<file path="src/rtl/micro_pkg.sv">
// ============================================================================
// micro_pkg : shared types for the microprocessor and its memory dump reader
// Rev 1.0
// ============================================================================
`default_nettype none

package micro_pkg;

  localparam int ADDR_W_DEFAULT = 7;
  localparam int DATA_W_DEFAULT = 24;

  typedef logic [23:0] word_t;

  typedef enum logic [1:0] {
    IDLE   = 2'd0,
    SETTLE = 2'd1,
    HOLD   = 2'd2,
    DONE   = 2'd3
  } dump_state_t;

endpackage

`default_nettype wire

</file>
<file path="src/rtl/rise_detect.sv">
// ============================================================================
// rise_detect : one-cycle pulse on the rising edge of a level input
// Rev 1.0
// ============================================================================
`default_nettype none

module rise_detect (
  input  logic clk,
  input  logic reset,
  input  logic d,
  output logic rise
);

  logic d_q;

  always_ff @(posedge clk or negedge reset) begin
    if (!reset) d_q <= 1'b0;
    else        d_q <= d;
  end

  assign rise = d & ~d_q;

endmodule

`default_nettype wire

</file>
<file path="src/rtl/mem_dump_reader.sv">
// ============================================================================
// mem_dump_reader : walks select_mem over a window and streams addr/data pairs
// Optional build macro: MEM_DUMP_SKIP_ZERO_EN (zero words are not presented)
// Rev 1.0
// ============================================================================
`default_nettype none

module mem_dump_reader
  import micro_pkg::*;
#(
  parameter int ADDR_W     = ADDR_W_DEFAULT,
  parameter int DATA_W     = DATA_W_DEFAULT,
  parameter int FIRST_ADDR = 0,
  parameter int LAST_ADDR  = 127,
  parameter int READ_LAT   = 1
) (
  input  logic              clk,
  input  logic              reset,
  input  logic              program_done_flag,
  input  logic [DATA_W-1:0] output_mem_cell,
  output logic [ADDR_W-1:0] select_mem,
  output logic              out_valid,
  input  logic              out_ready,
  output logic [ADDR_W-1:0] out_addr,
  output logic [DATA_W-1:0] out_data,
  output logic              busy,
  output logic              dump_done
);

  localparam logic [ADDR_W-1:0] FIRST_A = ADDR_W'(FIRST_ADDR);
  localparam logic [ADDR_W-1:0] LAST_A  = ADDR_W'(LAST_ADDR);
  localparam logic [2:0]        LAT     = 3'(READ_LAT);

  dump_state_t       state, state_n;
  logic [ADDR_W-1:0] addr, addr_n, out_addr_n;
  logic [DATA_W-1:0] out_data_n;
  logic [2:0]        cnt, cnt_n;
  logic              out_valid_n;
  logic              flag_rise, armed, start, skip, advance;

  rise_detect u_rise (
    .clk   (clk),
    .reset (reset),
    .d     (program_done_flag),
    .rise  (flag_rise)
  );

  // A flag already high when reset releases must be seen low before it can start a dump.
  always_ff @(posedge clk or negedge reset) begin
    if (!reset)                 armed <= 1'b0;
    else if (!program_done_flag) armed <= 1'b1;
  end

  assign start = flag_rise & armed;

`ifdef MEM_DUMP_SKIP_ZERO_EN
  assign skip = (output_mem_cell == '0);
`else
  assign skip = 1'b0;
`endif

  always_ff @(posedge clk or negedge reset) begin
    if (!reset) begin
      state     <= IDLE;
      addr      <= FIRST_A;
      cnt       <= 3'd0;
      out_valid <= 1'b0;
      out_addr  <= '0;
      out_data  <= '0;
    end else begin
      state     <= state_n;
      addr      <= addr_n;
      cnt       <= cnt_n;
      out_valid <= out_valid_n;
      out_addr  <= out_addr_n;
      out_data  <= out_data_n;
    end
  end

  always_comb begin
    state_n     = state;
    addr_n      = addr;
    cnt_n       = cnt;
    out_valid_n = out_valid;
    out_addr_n  = out_addr;
    out_data_n  = out_data;
    advance     = 1'b0;

    case (state)
      IDLE: begin
        if (start) begin
          addr_n  = FIRST_A;
          cnt_n   = LAT;
          state_n = SETTLE;
        end
      end
      SETTLE: begin
        if (cnt != 3'd0) begin
          cnt_n = cnt - 3'd1;
        end else if (skip) begin
          advance = 1'b1;
        end else begin
          out_valid_n = 1'b1;
          out_addr_n  = addr;
          out_data_n  = output_mem_cell;
          state_n     = HOLD;
        end
      end
      HOLD: begin
        if (out_ready) begin
          out_valid_n = 1'b0;
          advance     = 1'b1;
        end
      end
      DONE: begin
        if (!program_done_flag) state_n = IDLE;
      end
    endcase

    // The address is never incremented past the last cell, so it cannot wrap.
    if (advance) begin
      if (addr == LAST_A) begin
        state_n = DONE;
      end else begin
        addr_n  = addr + ADDR_W'(1);
        cnt_n   = LAT;
        state_n = SETTLE;
      end
    end
  end

  assign select_mem = (state == IDLE) ? FIRST_A : addr;
  assign busy       = (state == SETTLE) || (state == HOLD);
  assign dump_done  = (state == DONE);

endmodule

`default_nettype wire

</file>
<file path="config.mk">
export PLATFORM = sky130hd
export DESIGN_NAME = mem_dump_reader
export DESIGN_NICKNAME = d
export VERILOG_FILES = /design/src/rtl/micro_pkg.sv /design/src/rtl/rise_detect.sv /design/src/rtl/mem_dump_reader.sv
export SDC_FILE = /design/constraint.sdc
export NUM_CORES = 1
export LEC_CHECK = 0
export BUFFER_PORTS_ARGS = -buffer_cell sky130_fd_sc_hd__buf_2
export CAP_MARGIN = 20
export CORE_UTILIZATION = 50
export CTS_CLUSTER_SIZE = 25
export DETAILED_ROUTE_END_ITERATION = 16
export PLACE_DENSITY = 0.83
export SETUP_SLACK_MARGIN = 0.2
export SYNTH_ARGS = -nofsm -noshare
export SYNTH_HDL_FRONTEND = slang
export SYNTH_SLANG_ARGS = --single-unit
</file>
<file path="constraint.sdc">
create_clock -name clk -period 2 [get_ports clk]
set_input_delay 0.4 -clock clk [delete_from_list [all_inputs] [get_ports clk]]
set_output_delay 0.4 -clock clk [all_outputs]
set_load 0.01 [all_outputs]
</file>
=== After elaboration in Yosys (flattened, before gate mapping) ===
Cells that the tools add are included.

* Bits in registers: 46
* Latch bits: 0
* RAM bits: 0
* Bits in read-only memories: 0
* Memories kept: 0

* Add/sub/neg operators: 2
* $mul: 0
* Divide/modulo/power cells: 0
* Order comparisons: 0
* Equal/unequal tests: 9
* Shifts and indexed selects: 0
* Multiplexer cells: 21
* Bitwise gates (word level): 4
* Reductions and logical operators: 8

{| class="wikitable"
|+ Operators by type and width
! kind !! count
|-
| $mux 7 || 5
|-
| $mux 3 || 4
|-
| $mux 2 || 5
|-
| $add 7x1->7 const B || 1
|-
| $eq 7x7->1 const B || 1
|-
| $ne 3x3->1 const B || 2
|-
| $pmux 2 s3 || 1
|-
| $pmux 3 s2 || 1
|-
| $eq 2x2->1 const B || 2
|-
| $mux 1 || 4
|-
| $ne 2x2->1 const B || 2
|-
| $reduce_and 4->1 || 1
|-
| $reduce_bool 4->1 || 1
|-
| $ne 3x2->1 const B || 1
|-
| $reduce_and 3->1 || 1
|-
| $reduce_bool 3->1 || 1
|-
| $sub 3x1->3 const B || 1
|-
| $and 1x1->1 || 2
|-
| $eq 2x1->1 const B || 1
|-
| $logic_not 2->1 || 1
|-
| $not 1->1 || 2
|-
| $pmux 1 s2 || 1
|-
| $reduce_and 2->1 || 1
|-
| $reduce_bool 2->1 || 1
|-
| $logic_or 1x1->1 || 1
|}

=== Logic depth before layout (Yosys ltp) ===
* Depth after elaboration: 7
* Mapped depth: 8
* Gate-level depth less buffers: 6

=== Cells and area by module ===
From an unflattened synthesis, not the netlist that was laid out.

* Cells, all modules: 156
* Area total of the unflattened synthesis: 2050.7 um2

{| class="wikitable"
|+ Modules (own cells, without submodules)
! module !! times used !! cells each !! area an instance (um2) !! sequential area each (um2)
|-
| mem_dump_reader || 1 || 154 || 2011.9 || 1126.1
|-
| rise_detect || 1 || 2 || 38.8 || 25.0
|}

=== Least setup slack after synthesis ===
No wires, ideal clock.

* Path kind: register to register
* Start: register state[1]
* End: register out_addr[4]
* Library setup time: 0.125 ns
* Arrival time: 1.484 ns
* Data required time: 1.875 ns
* Setup slack: 0.391 ns
* Cell stages (with the launch flop): 7
* Period minus slack after synthesis: 1.609 ns
* Cells stage by stage: dfrtp_1 -> inv_1 -> ha_1 -> buf_2 -> nand3b_1 -> buf_2 -> mux2_2

* Cells in the longest elaborated chain, start to end: 2

{| class="wikitable"
|+ RTL lines
! element !! line !! RTL
|-
| start, declared || mem_dump_reader.sv:34 || <nowiki>dump_state_t state, state_n;</nowiki>
|-
| start signal, assigned || mem_dump_reader.sv:71 || <nowiki>state <= state_n;</nowiki>
|-
| $eq 2x1->1 || mem_dump_reader.sv:89 || <nowiki>case (state)</nowiki>
|-
| $reduce_and 2->1 (no source line) || - ||
|-
| end signal, assigned || mem_dump_reader.sv:75 || <nowiki>out_addr <= out_addr_n;</nowiki>
|-
| end, declared || mem_dump_reader.sv:24 || <nowiki>output logic [ADDR_W-1:0] out_addr,</nowiki>
|}

No other way between the ends.
A chain may end at the register's enable or synchronous reset.

=== Worst setup path in the final report ===
* Start: register state[0]
* End: output select_mem[6]

* Cells in the longest elaborated chain, start to end: 2

{| class="wikitable"
|+ RTL lines
! element !! line !! RTL
|-
| $logic_not 2->1 || mem_dump_reader.sv:132 || <nowiki>assign select_mem = (state == IDLE) ? FIRST_A : addr;</nowiki>
|-
| $mux 7 || mem_dump_reader.sv:132 ||
|-
| end, declared || mem_dump_reader.sv:21 || <nowiki>output logic [ADDR_W-1:0] select_mem,</nowiki>
|}

No other way between the ends.

==> impl_metrics.yaml <==
critical_path:
  worst-path-max-fanout: 12
  ff2ff_path_depth: 6
  critical_path.reg2reg.endpoint: "addr[3]$_DFF_PN0_"
  crit_chain: "inv_1, ha_4, nor2b_1, buf_2"
  cp-end-kind: "output pin"
  crit_path_start_kind: "flop"
  r2r-start: "state[0]$_DFFE_PN0P_"
  crit_type: "reg2out"
  cp_num_buf_inv: 2
  cp_peak_stage_delay_ns: 0.41
  cp.arrival_ns: 1.35
  worstSetupStartpoint: "state[0]$_DFFE_PN0P_"
  path_delay_family: "flip-flops"
  worst-r2r-setup-slack_ns: 0.29
  cp.required_ns: 1.60
  worst_path_max_delay_cell: "sky130_fd_sc_hd__dfrtp_1"
timing:
  fin_worst_skew_ns: 0.00821
  finalSetupTns_ns: 0
  period_needed_ns: 1.75
  setup-violations-final: 0
  fmaxAchievable_mhz: 573
  finalHoldViolCount: 0
  post-route-period-util_pct: 87.3
  holdWs_ns: 0.0593
  slew_headroom_pct: 66.0
  slew_violations: 0
  setup_repair_after_global_routing_missed_its_margin: "false"
  worst-slew-pin-transition_ns: 0.510
floorplan:
  starting_density_pct: 52.3
  die-area_um2: 4440
  overall_die_height_um: 66.7
  io_pins: 69
  fp.coreArea_um2: 4000
  die_w_um: 66.7
  placementRows: 23
routing:
  wl_met2_um: 2150
  post_drt_wl_per_cell_um: 13.2
  first_iter_violations: 128
  post-route-drc-count: 0
  detailroute.wirelength.met3_um: 288
  routed_via_density: 5.12
  topRoutingLayerUsed: "met4"
  drtPass1Iterations: 4
  drtAntennaViolNets: 0
  met1Wirelength_um: 2100
  detailroute.via_count: 1782
  finalWirelength_um: 4610
global_route:
  grt_pass1_wl_um: 7220
  grt_start_max_net_pins: 25
  via_count_of_the_first_global_routing_pass: 1514
  antenna_found_initial: 0
  grt_overflow_total: 0
  track_usage_pct: 22.1
layout:
  share_of_layout_cells_above_drive_strength_1_pct: 31.9
  nets: 332
  fillCellCount: 324
  antenna-diode-count: 0
  relative_area_change_from_synthesis_to_final_layout_pct: 26.2
logic_synthesis:
  synth_seq_area_share_pct: 55.1
  number_of_register_bits_inferred_by_synthesis: 46
  synthesis.instances: 221
  synth.lib_cells_used.distinct: 32
  synth.net_count: 256
  postSynthAreaPerCell_um2: 9.46
  post_synth_instance_area_um2: 2090
  synth-warning-count: 0
clock_network:
  cts.path.max_buffers: 2
  postCtsHoldBufs: 0
  tritoncts_clock_tree: "yes"
  clkLatencyLatePin_ns: 0.30
  cts_root_buf: "sky130_fd_sc_hd__clkbuf_8"
  numCtsBuffers: 5
  clkSlewWorstSetupHoldPaths_ns: 0.09
  clock-sinks: 46
  htree_num_levels: 2
placement:
  detailedPlacementHpwl_um: 3380
  placement.io_buffers: 68
  globalplace.congestion: 0.869
min_path:
  hold_path_class: "in2async"
power:
  ir_drop_mv: 0.778
  p_leak_nw: 1.43
  power.density_cell_area_nw_per_um2: 1390
flow_run:
  max_cap_viols: 0
outcome:
  run_status: "finished clean"
## area by class of cell
type	instances	area (um2)	area share [%]
sequential	46	1150	43.6
multi-input combinational	161	895	33.9
timing repair buffer	76	413	15.7
clock buffer	5	68.8	2.61
tap	50	62.6	2.37
inverter	7	26.3	0.996
clock inverter	3	21.3	0.806
## cell usage after synthesis
| master | n | area share [%] |
|---|---|---|
| sky130_fd_sc_hd__nand2_1 | 80 | 14 |
| sky130_fd_sc_hd__buf_2 | 6 | 1.4 |
| sky130_fd_sc_hd__dfrtp_1 | 46 | 55 |
| sky130_fd_sc_hd__a21boi_0 | 1 | 0.36 |
| sky130_fd_sc_hd__inv_1 | 6 | 1.1 |
| sky130_fd_sc_hd__nor2b_1 | 6 | 1.8 |
| sky130_fd_sc_hd__a41o_4 | 1 | 1.0 |
| sky130_fd_sc_hd__clkinv_1 | 1 | 0.18 |
| sky130_fd_sc_hd__nand3_1 | 12 | 2.9 |
| sky130_fd_sc_hd__a22o_1 | 1 | 0.42 |
| sky130_fd_sc_hd__a21oi_1 | 4 | 0.96 |
| sky130_fd_sc_hd__a22oi_1 | 1 | 0.36 |
| sky130_fd_sc_hd__a21o_1 | 1 | 0.36 |
| sky130_fd_sc_hd__a41oi_1 | 2 | 0.84 |
| sky130_fd_sc_hd__o21ai_0 | 12 | 2.9 |
| sky130_fd_sc_hd__or3_1 | 2 | 0.60 |
| sky130_fd_sc_hd__nand3b_1 | 2 | 0.72 |
| sky130_fd_sc_hd__nor2_1 | 6 | 1.1 |
| sky130_fd_sc_hd__o31ai_1 | 2 | 0.72 |
| sky130_fd_sc_hd__mux2_2 | 7 | 3.8 |
| sky130_fd_sc_hd__a31oi_1 | 3 | 0.90 |
| sky130_fd_sc_hd__xor2_1 | 1 | 0.42 |
| sky130_fd_sc_hd__and2_1 | 1 | 0.30 |
| sky130_fd_sc_hd__nand4b_1 | 1 | 0.42 |
| sky130_fd_sc_hd__and3_4 | 1 | 0.54 |
| sky130_fd_sc_hd__ha_1 | 7 | 4.2 |
| sky130_fd_sc_hd__and3b_1 | 1 | 0.42 |
| sky130_fd_sc_hd__o21a_1 | 1 | 0.36 |
| sky130_fd_sc_hd__nor3_1 | 1 | 0.24 |
| sky130_fd_sc_hd__clkbuf_1 | 1 | 0.18 |
| sky130_fd_sc_hd__nor4_1 | 1 | 0.30 |
| sky130_fd_sc_hd__nand2b_1 | 3 | 0.90 |
## repair_timing
item                                    CTS  global route
setup buffers                             0             1
endpoints found under the setup margin    7            15
pin swaps                                 0             1
resized for setup                         2             1
## how the worst max path moves through the flow
| stage | endpoint | slack (ns) | cells after the start |
|---|---|---|---|
| floorplan | out_addr[4]$_DFFE_PN0P_ | 0.39 | 6 |
| CTS | addr[3]$_DFF_PN0_ | 0.22 | 6 |
| detailed placement | addr[3]$_DFF_PN0_ | 0.28 | 6 |
| finish | select_mem[6] | 0.25 | 4 |
| global route | select_mem[4] | 0.21 | 4 |
| global placement | addr[3]$_DFF_PN0_ | 0.34 | 6 |
## state kept, by name (all words and copies together) (netlist names)
register    cells
u_rise.d_q      1
cnt             3
addr            7
out_data       24
out_addr        7
armed           1
state           2
out_valid       1
## report_power, final
part / total (mW) / internal, mW / switching [mW]
Clock: 0.557 / 0.246 / 0.312
Combinational: 1.61 / 0.680 / 0.927
Sequential: 1.50 / 1.28 / 0.223
Total: 3.67 / 2.21 / 1.46
## layer usage
layer  vias to the layer above  global-route usage, %
met4                         0                   7.18
met3                         6                   4.62
met1                       827                   29.7
met5                         -                      0
li1                        881                      -
met2                        68                   35.4
## kinds of logic (layout without fill, tap and decap cells)
family / Yosys count / count (layout) / synth area share [%]
and+or+nand+nor: 117 / 117 / 24.5
DFF: 46 / 46 / 55.1
AOI/OAI and AO/OA: 29 / 29 / 9.16
buffers and inverters: 14 / 91 / 2.87
adders and majority gates: 7 / 7 / 4.19
muxes: 7 / 7 / 3.77
xor gates and xnor gates: 1 / 1 / 0.419
## cell usage in the layout, fill, tap and decap left out, drive strengths merged
| master | instances |
|---|---|
| a21boi | 1 |
| a21o | 1 |
| a21oi | 4 |
| a22o | 1 |
| a22oi | 1 |
| a31oi | 3 |
| a41o | 1 |
| a41oi | 2 |
| and2 | 1 |
| and3 | 1 |
| and3b | 1 |
| buf | 76 |
| clkbuf | 5 |
| clkinv | 3 |
| clkinvlp | 1 |
| dfrtp | 46 |
| ha | 7 |
| inv | 6 |
| mux2 | 7 |
| nand2 | 80 |
| nand2b | 3 |
| nand3 | 12 |
| nand3b | 2 |
| nand4b | 1 |
| nor2 | 6 |
| nor2b | 6 |
| nor3 | 1 |
| nor4 | 1 |
| o21a | 1 |
| o21ai | 12 |
| o31ai | 2 |
| or3 | 2 |
| xor2 | 1 |
## through the flow
| step | utilization, % | total power [mW] | worst slack (ns) | instance area (um2) | cells |
|---|---|---|---|---|---|
| finish | 65.9 | 3.67 | 0.254 | 2640 | 348 |
| detailed placement | 63.1 | 3.10 | 0.284 | 2520 | 339 |
| floorplan | - | 2.47 | 0.391 | 2090 | 221 |
| global placement | 63.1 | 3.02 | 0.335 | 2520 | 339 |
| global route | 65.9 | 3.97 | 0.213 | 2640 | 348 |
| CTS | 65.7 | 3.70 | 0.221 | 2630 | 347 |
No activity file was read; power rests on OpenSTA's default activity.
